--- config.mk ---
export PLATFORM = sky130hd
export DESIGN_NAME = call_request_latch
export DESIGN_NICKNAME = d
export VERILOG_FILES = /design/src/rtl/elevator_pkg.sv /design/src/rtl/button_debounce.sv /design/src/rtl/call_request_latch.sv
export SDC_FILE = /design/constraint.sdc
export NUM_CORES = 1
export LEC_CHECK = 0
export CAP_MARGIN = 20
export CORE_MARGIN = 2
export CORE_UTILIZATION = 38
export DETAILED_ROUTE_END_ITERATION = 8
export GPL_TIMING_DRIVEN = 0
export PLACE_DENSITY_LB_ADDON = 0.2
export SKIP_CTS_REPAIR_TIMING = 1
export SYNTH_ARGS = -nofsm -noshare
export SYNTH_HDL_FRONTEND = slang
export SYNTH_SLANG_ARGS = --single-unit
--- constraint.sdc ---
create_clock -name clk -period 2.3 [get_ports clk]
set_input_delay 0.23 -clock clk [delete_from_list [all_inputs] [get_ports clk]]
set_output_delay 0.23 -clock clk [all_outputs]
set_load 0.03 [all_outputs]
--- src/rtl/elevator_pkg.sv ---
// Shared definitions for the elevator front end and controller.
package elevator_pkg;

  // Floor count is fixed at 8 in this release: req bit 0 = G, bit 7 = F7.
  localparam int unsigned NUM_FLOORS       = 8;
  localparam int unsigned DEBOUNCE_CYC_DEF = 16;

  // Floor codes, shared with the controller's pfloor encoding.
  typedef enum logic [2:0] {
    FLR_G  = 3'd0,
    FLR_F1 = 3'd1,
    FLR_F2 = 3'd2,
    FLR_F3 = 3'd3,
    FLR_F4 = 3'd4,
    FLR_F5 = 3'd5,
    FLR_F6 = 3'd6,
    FLR_F7 = 3'd7
  } floor_e;

  // One-hot request mask for a floor code.
  function automatic logic [NUM_FLOORS-1:0] floor_onehot(input floor_e f);
    logic [NUM_FLOORS-1:0] m;
    m = '0;
    m[f] = 1'b1;
    return m;
  endfunction

endpackage

--- src/rtl/button_debounce.sv ---
// One raw button: 2-flop synchroniser followed by a stable-count debouncer.
// The debounced level only moves after DEBOUNCE_CYC consecutive cycles of
// disagreement between the synchronised input and the current level.
module button_debounce
  #(
    parameter int unsigned DEBOUNCE_CYC = 16
  )
  (
    input  logic clk,
    input  logic rst,
    input  logic btn_i,
    output logic deb_o
  );

  localparam int unsigned CW = $clog2(DEBOUNCE_CYC);
  localparam logic [CW-1:0] CNT_MAX = CW'(DEBOUNCE_CYC - 1);

  logic [1:0]    sync_q;
  logic [CW-1:0] cnt_q, cnt_d;
  logic          deb_q, deb_d;

  // Synchroniser and debounce state registers.
  always_ff @(posedge clk or posedge rst) begin
    if (rst) begin
      sync_q <= '0;
      cnt_q  <= '0;
      deb_q  <= 1'b0;
    end else begin
      sync_q <= {sync_q[0], btn_i};
      cnt_q  <= cnt_d;
      deb_q  <= deb_d;
    end
  end

  // Count disagreement cycles; accept the new level on the last one.
  always_comb begin
    cnt_d = cnt_q;
    deb_d = deb_q;
    if (sync_q[1] == deb_q) begin
      cnt_d = '0;
    end else if (cnt_q == CNT_MAX) begin
      deb_d = sync_q[1];
      cnt_d = '0;
    end else begin
      cnt_d = cnt_q + 1'b1;
    end
  end

  assign deb_o = deb_q;

endmodule

--- src/rtl/call_request_latch.sv ---
// Elevator front end: debounces floor and door buttons and latches each
// debounced floor press as a pending request until the car serves that floor.
module call_request_latch
  import elevator_pkg::*;
  #(
    parameter int unsigned DEBOUNCE_CYC = DEBOUNCE_CYC_DEF
  )
  (
    input  logic                  clk,
    input  logic                  rst,
    input  logic [NUM_FLOORS-1:0] btn_floor,
    input  logic                  btn_open,
    input  logic                  btn_close,
    input  logic                  door_open,
    input  logic [2:0]            cur_floor,
    output logic [NUM_FLOORS-1:0] req,
    output logic                  req_any,
    output logic                  open_req,
    output logic                  close_req
  );

  logic [NUM_FLOORS-1:0] deb_floor;
  logic [NUM_FLOORS-1:0] deb_d1_q;
  logic [NUM_FLOORS-1:0] req_q, req_d;
  logic [NUM_FLOORS-1:0] rise;
  logic [NUM_FLOORS-1:0] clr;
  logic                  deb_open, deb_close;

  for (genvar i = 0; i < NUM_FLOORS; i++) begin : g_floor
    button_debounce #(.DEBOUNCE_CYC(DEBOUNCE_CYC)) u_db (
      .clk   (clk),
      .rst   (rst),
      .btn_i (btn_floor[i]),
      .deb_o (deb_floor[i])
    );
  end

  button_debounce #(.DEBOUNCE_CYC(DEBOUNCE_CYC)) u_db_open (
    .clk   (clk),
    .rst   (rst),
    .btn_i (btn_open),
    .deb_o (deb_open)
  );

  button_debounce #(.DEBOUNCE_CYC(DEBOUNCE_CYC)) u_db_close (
    .clk   (clk),
    .rst   (rst),
    .btn_i (btn_close),
    .deb_o (deb_close)
  );

  // Delayed debounced levels for edge detection, and the request register.
  always_ff @(posedge clk or posedge rst) begin
    if (rst) begin
      deb_d1_q <= '0;
      req_q    <= '0;
    end else begin
      deb_d1_q <= deb_floor;
      req_q    <= req_d;
    end
  end

  // Set on a debounced rising edge; clearing the served floor wins over a set.
  always_comb begin
    rise  = deb_floor & ~deb_d1_q;
    clr   = door_open ? floor_onehot(floor_e'(cur_floor)) : '0;
    req_d = (req_q | rise) & ~clr;
  end

  assign req       = req_q;
  assign req_any   = |req_q;
  assign open_req  = deb_open;
  assign close_req = deb_close;

endmodule
# Word-level counts from Yosys, hierarchy flattened
# Cells that the tools add are included.
# Widths: inputs -> output; s select.
# totals
reg_bits	86
in_bits	16
latchBits	0
romBits	0
output_inout_bits	11
n_memories	0
word_cells	114
ramBits	0
# classes
mul	0
reduce_logical	12
bitwise	15
muxes	23
n_lt_le_gt_ge	2
n_addsub	10
eq_ne	20
n_shift	0
div_mod_pow	0
# ops
operator	count
$mux 4	20
$add 4x1->4 const B	10
$eq 4x4->1 const B	10
$reduce_and 2->1	10
$and 8x8->8	2
$not 8->8	2
$eq 1x1->1	10
$not 1->1	10
$mux 8	1
$or 8x8->8	1
$reduce_or 8->1	1
$lt 3x4->1 const B	1
$demux 1 s3	1
$ge 3x1->1 const B	1
$logic_and 1x1->1	1
$mux 1	1

# Logic depth before layout (Yosys ltp)
# depth
ltp_word	7
ltp_mapped	4
depth_no_buf	4

# Hierarchy
# From an unflattened synthesis, not the netlist that was laid out.
# unflattened
hier_cells	231
area_unflattened_um2	3321.9
# modules_own_cells
module	area_each_um2	seq_area_each_um2	cells_per_inst	n_inst
button_debounce	275.3	175.2	19	10
call_request_latch	569.3	400.4	41	1

# Worst setup path after synthesis
# No wires, ideal clock.
# synth_timing
path_type	register to output
from	register req_q[6] (netlist: req[6])
to	output port req_any
t_required_ns	2.070
stages_incl_launch_ff	3
n_path_buf	0
slack_ns	1.068
t_arrival_ns	1.002
path_cell_list	dfrtp_1 -> nor4_1 -> nand2_1
# synth_between
elab_chain_len	1
# synth_rtl
element	line	rtl
start: declaration	call_request_latch.sv:24	logic [NUM_FLOORS-1:0] req_q, req_d;
start signal: assignment	call_request_latch.sv:59	req_q <= req_d;
$reduce_or 8->1	call_request_latch.sv:71	assign req_any = |req_q;
end: declaration	call_request_latch.sv:17	output logic req_any,
# No other way between the ends.

# Final worst setup path
# layout_timing
from	register req_q[1] (netlist: req[1])
to	output port req_any
# The elaborated chain is that of the path after synthesis.

==> run metrics <==
outcome=finished clean; Die ar.=9270 sq um; Starting Density=39.4%; CTS Sinks=86; worst reg2reg path startpoint=g_floor[2].u_db.cnt_q[0]$_DFF_PP0_; Worst Path Required=2.07 ns; Mapped Cells=248; Worst Tran Pin Value=0.639 ns; first-pass GRT wire length=8630 um; clock buffer depth=2; vias=1923; Seq/Total Area, Yosys=66.5%; clk slew on worst S/H paths=0.08 ns; Syn Std Cell Area=3240 sq um; Hold Crit Class=primary input to flip-flop; Pwr Density=772 nW/um^2; Worst Path Arrival=1.88 ns; Core Util, Final=47.2%; largest net degree at the start of global routing=32; port bufs=26; n_diodes=0; setup_tns=0 ns; Design Area, Final=3870 sq um; final setup margin=0.187 ns; Clock power frac=36.6%; Switching Power=0.689 mW; post-route ant nets=0; initial antenna violation count=0; die extent in x=96.3 um; layout cells sized above 1=9.97%; placement row count=33; Worst Setup SP=req[1]$_DFF_PP0_; Internal=2.30 mW; GP Congestion=0.732; Placed Instance Area=3670 sq um; Final Hold Viols=0; distinct cell type count after synthesis=18; crit path kind=flip-flop to primary output; fmax=0.473 GHz; remaining global-route overflow=0; routed len/inst=12.8 um; Leak=1.67 nW; syn_area_per_cell=13.1 sq um; maxcap violations=0; Final Max Slew Viols=0; crit-path max FO=3; clk root buf=clkbuf_8; HPWL Detailed=3630 um; Clock Skews=0.00638 ns; CP endpoint kind=primary output; drt pass-1 iters=4; Core ar.=8220 sq um; WHS=0.319 ns; all-layer global routing usage=12.3%; hold wc startpoint=btn_floor[2]; Yosys reg bits=86; H-tree Lvls=3; CTS tree=done; DRT Wirelength=5060 um; Remaining DRCs=0; RSZ-0062 raised after global routing=false; Die Height=96.3 um; CP Launch Type=flip-flop; IO Count=27; crit path time final=2.11 ns; total power=2.99 mW; register share of total power=54.8%; later-pin clock latency in the skew report=0.34 ns; Via density=4.86; number of global-route vias before repair=1882; relative slew slack=57.3%; Layout Cells excl Fill=396; Synth Net Count=274; Synth Warn #=0; Detailed Route Iter0 Violations=104; Nets=313; Max VDD drop=0.358 mV; switching portion of total power=23.0%; DP Cell Count=381; total CTS buffers=9; worst slack at placement=0.540 ns; Comb power frac=8.6%; Setup-failing EPs final=0; period utilization=91.9%; synth-to-layout area growth=19.7%
cells in the mapped netlist:
library cell | n | area share (%)
a21oi_1 | 31 | 4.8
a311oi_1 | 4 | 1.1
a31oi_1 | 4 | 0.77
a41oi_1 | 1 | 0.27
and2b_2 | 2 | 0.54
dfrtp_1 | 86 | 66
ha_1 | 10 | 3.9
inv_1 | 19 | 2.2
mux2_2 | 10 | 3.5
nand2_1 | 1 | 0.12
nand3_1 | 10 | 1.5
nand4b_1 | 10 | 2.7
nor2_1 | 11 | 1.3
nor2b_1 | 11 | 2.1
nor3b_1 | 6 | 1.4
nor4_1 | 2 | 0.39
o21ai_0 | 10 | 1.5
xnor2_1 | 20 | 5.4
worst max-delay path: stages, from the launching register on:
cell and delay [ns]:
dfrtp_1 0.41, nor4_1 0.39, nand2_1 0.13, clkdlybuf4s50_1 0.62
flip-flops by register name (all words and copies together), names as in the netlist:
signal               flops
u_db_open.sync_q         2
req                      8
u_db_open.cnt_q          4
u_db_close.sync_q        2
g_floor.u_db.sync_q     16
g_floor.u_db.cnt_q      32
deb_d1_q                 8
u_db_close.cnt_q         4
u_db_open.deb_o          1
g_floor.u_db.deb_o       8
u_db_close.deb_o         1
power by group through the flow:
stage / logic, mW / clock network [mW] / registers [mW]
5_1_grt: 0.289 / 1.20 / 1.65
3_3_place_gp: 0.250 / 0 / 1.67
2_1_floorplan: 0.142 / 0 / 1.67
3_5_place_dp: 0.261 / 0 / 1.67
4_1_cts: 0.264 / 1.14 / 1.64
6_report: 0.257 / 1.09 / 1.64
area by class of cell:
type / count / area [sq um]
fill: 752 / 4340
sequential: 86 / 2150
multi-input combinational: 143 / 1010
timing repair buffer: 28 / 300
tap: 105 / 131
clock buffer: 10 / 128
clock inverter: 5 / 75.1
inverter: 19 / 75.1
kinds of logic (layout without fill, tap and decap cells):
logic type | Yosys count | after routing | share of synthesized area, %
DFF | 86 | 86 | 66.5
adders and majority gates | 10 | 10 | 3.87
AOI/OAI and AO/OA | 50 | 50 | 8.47
buffers and inverters | 19 | 62 | 2.20
and+or+nand+nor | 53 | 53 | 10.1
xor gates and xnor gates | 20 | 20 | 5.41
muxes | 10 | 10 | 3.48
worst paths after layout:
kind                            cells past startpoint  slack (ns)                             endpoint
worst max-delay path                                3        0.19                              req_any
worst min register to register                      0        0.35  g_floor[6].u_db.sync_q[1]$_DFF_PP0_
min in group asynchronous                           2        0.33          u_db_open.deb_o$_DFFE_PP0P_
max in group asynchronous                           3        1.42                     req[2]$_DFF_PP0_
worst max register to register                      3        1.07    g_floor[2].u_db.deb_o$_DFFE_PP0P_
worst min-delay path                                1        0.32  g_floor[2].u_db.sync_q[0]$_DFF_PP0_
metal layers:
metal	up-vias	track usage [%]	part of all wire, %
met5	-	0	0
met4	0	7.04	2.3
met3	11	2.35	3.1
met2	25	17.0	44
met1	947	18.0	51
li1	940	-	-
placed cells by master, fill, tap and decap left out, types with 10 or more instances in the layout:
cell type and n:
xnor2_1 20, clkdlybuf4s50_1 26, o21ai_0 10, nand3_1 10
dfrtp_1 86, a21oi_1 31, ha_1 10, mux2_2 10
inv_1 18, nand4b_1 10, nor2_1 11, nor2b_1 11
No activity file was read; power rests on OpenSTA's default activity.
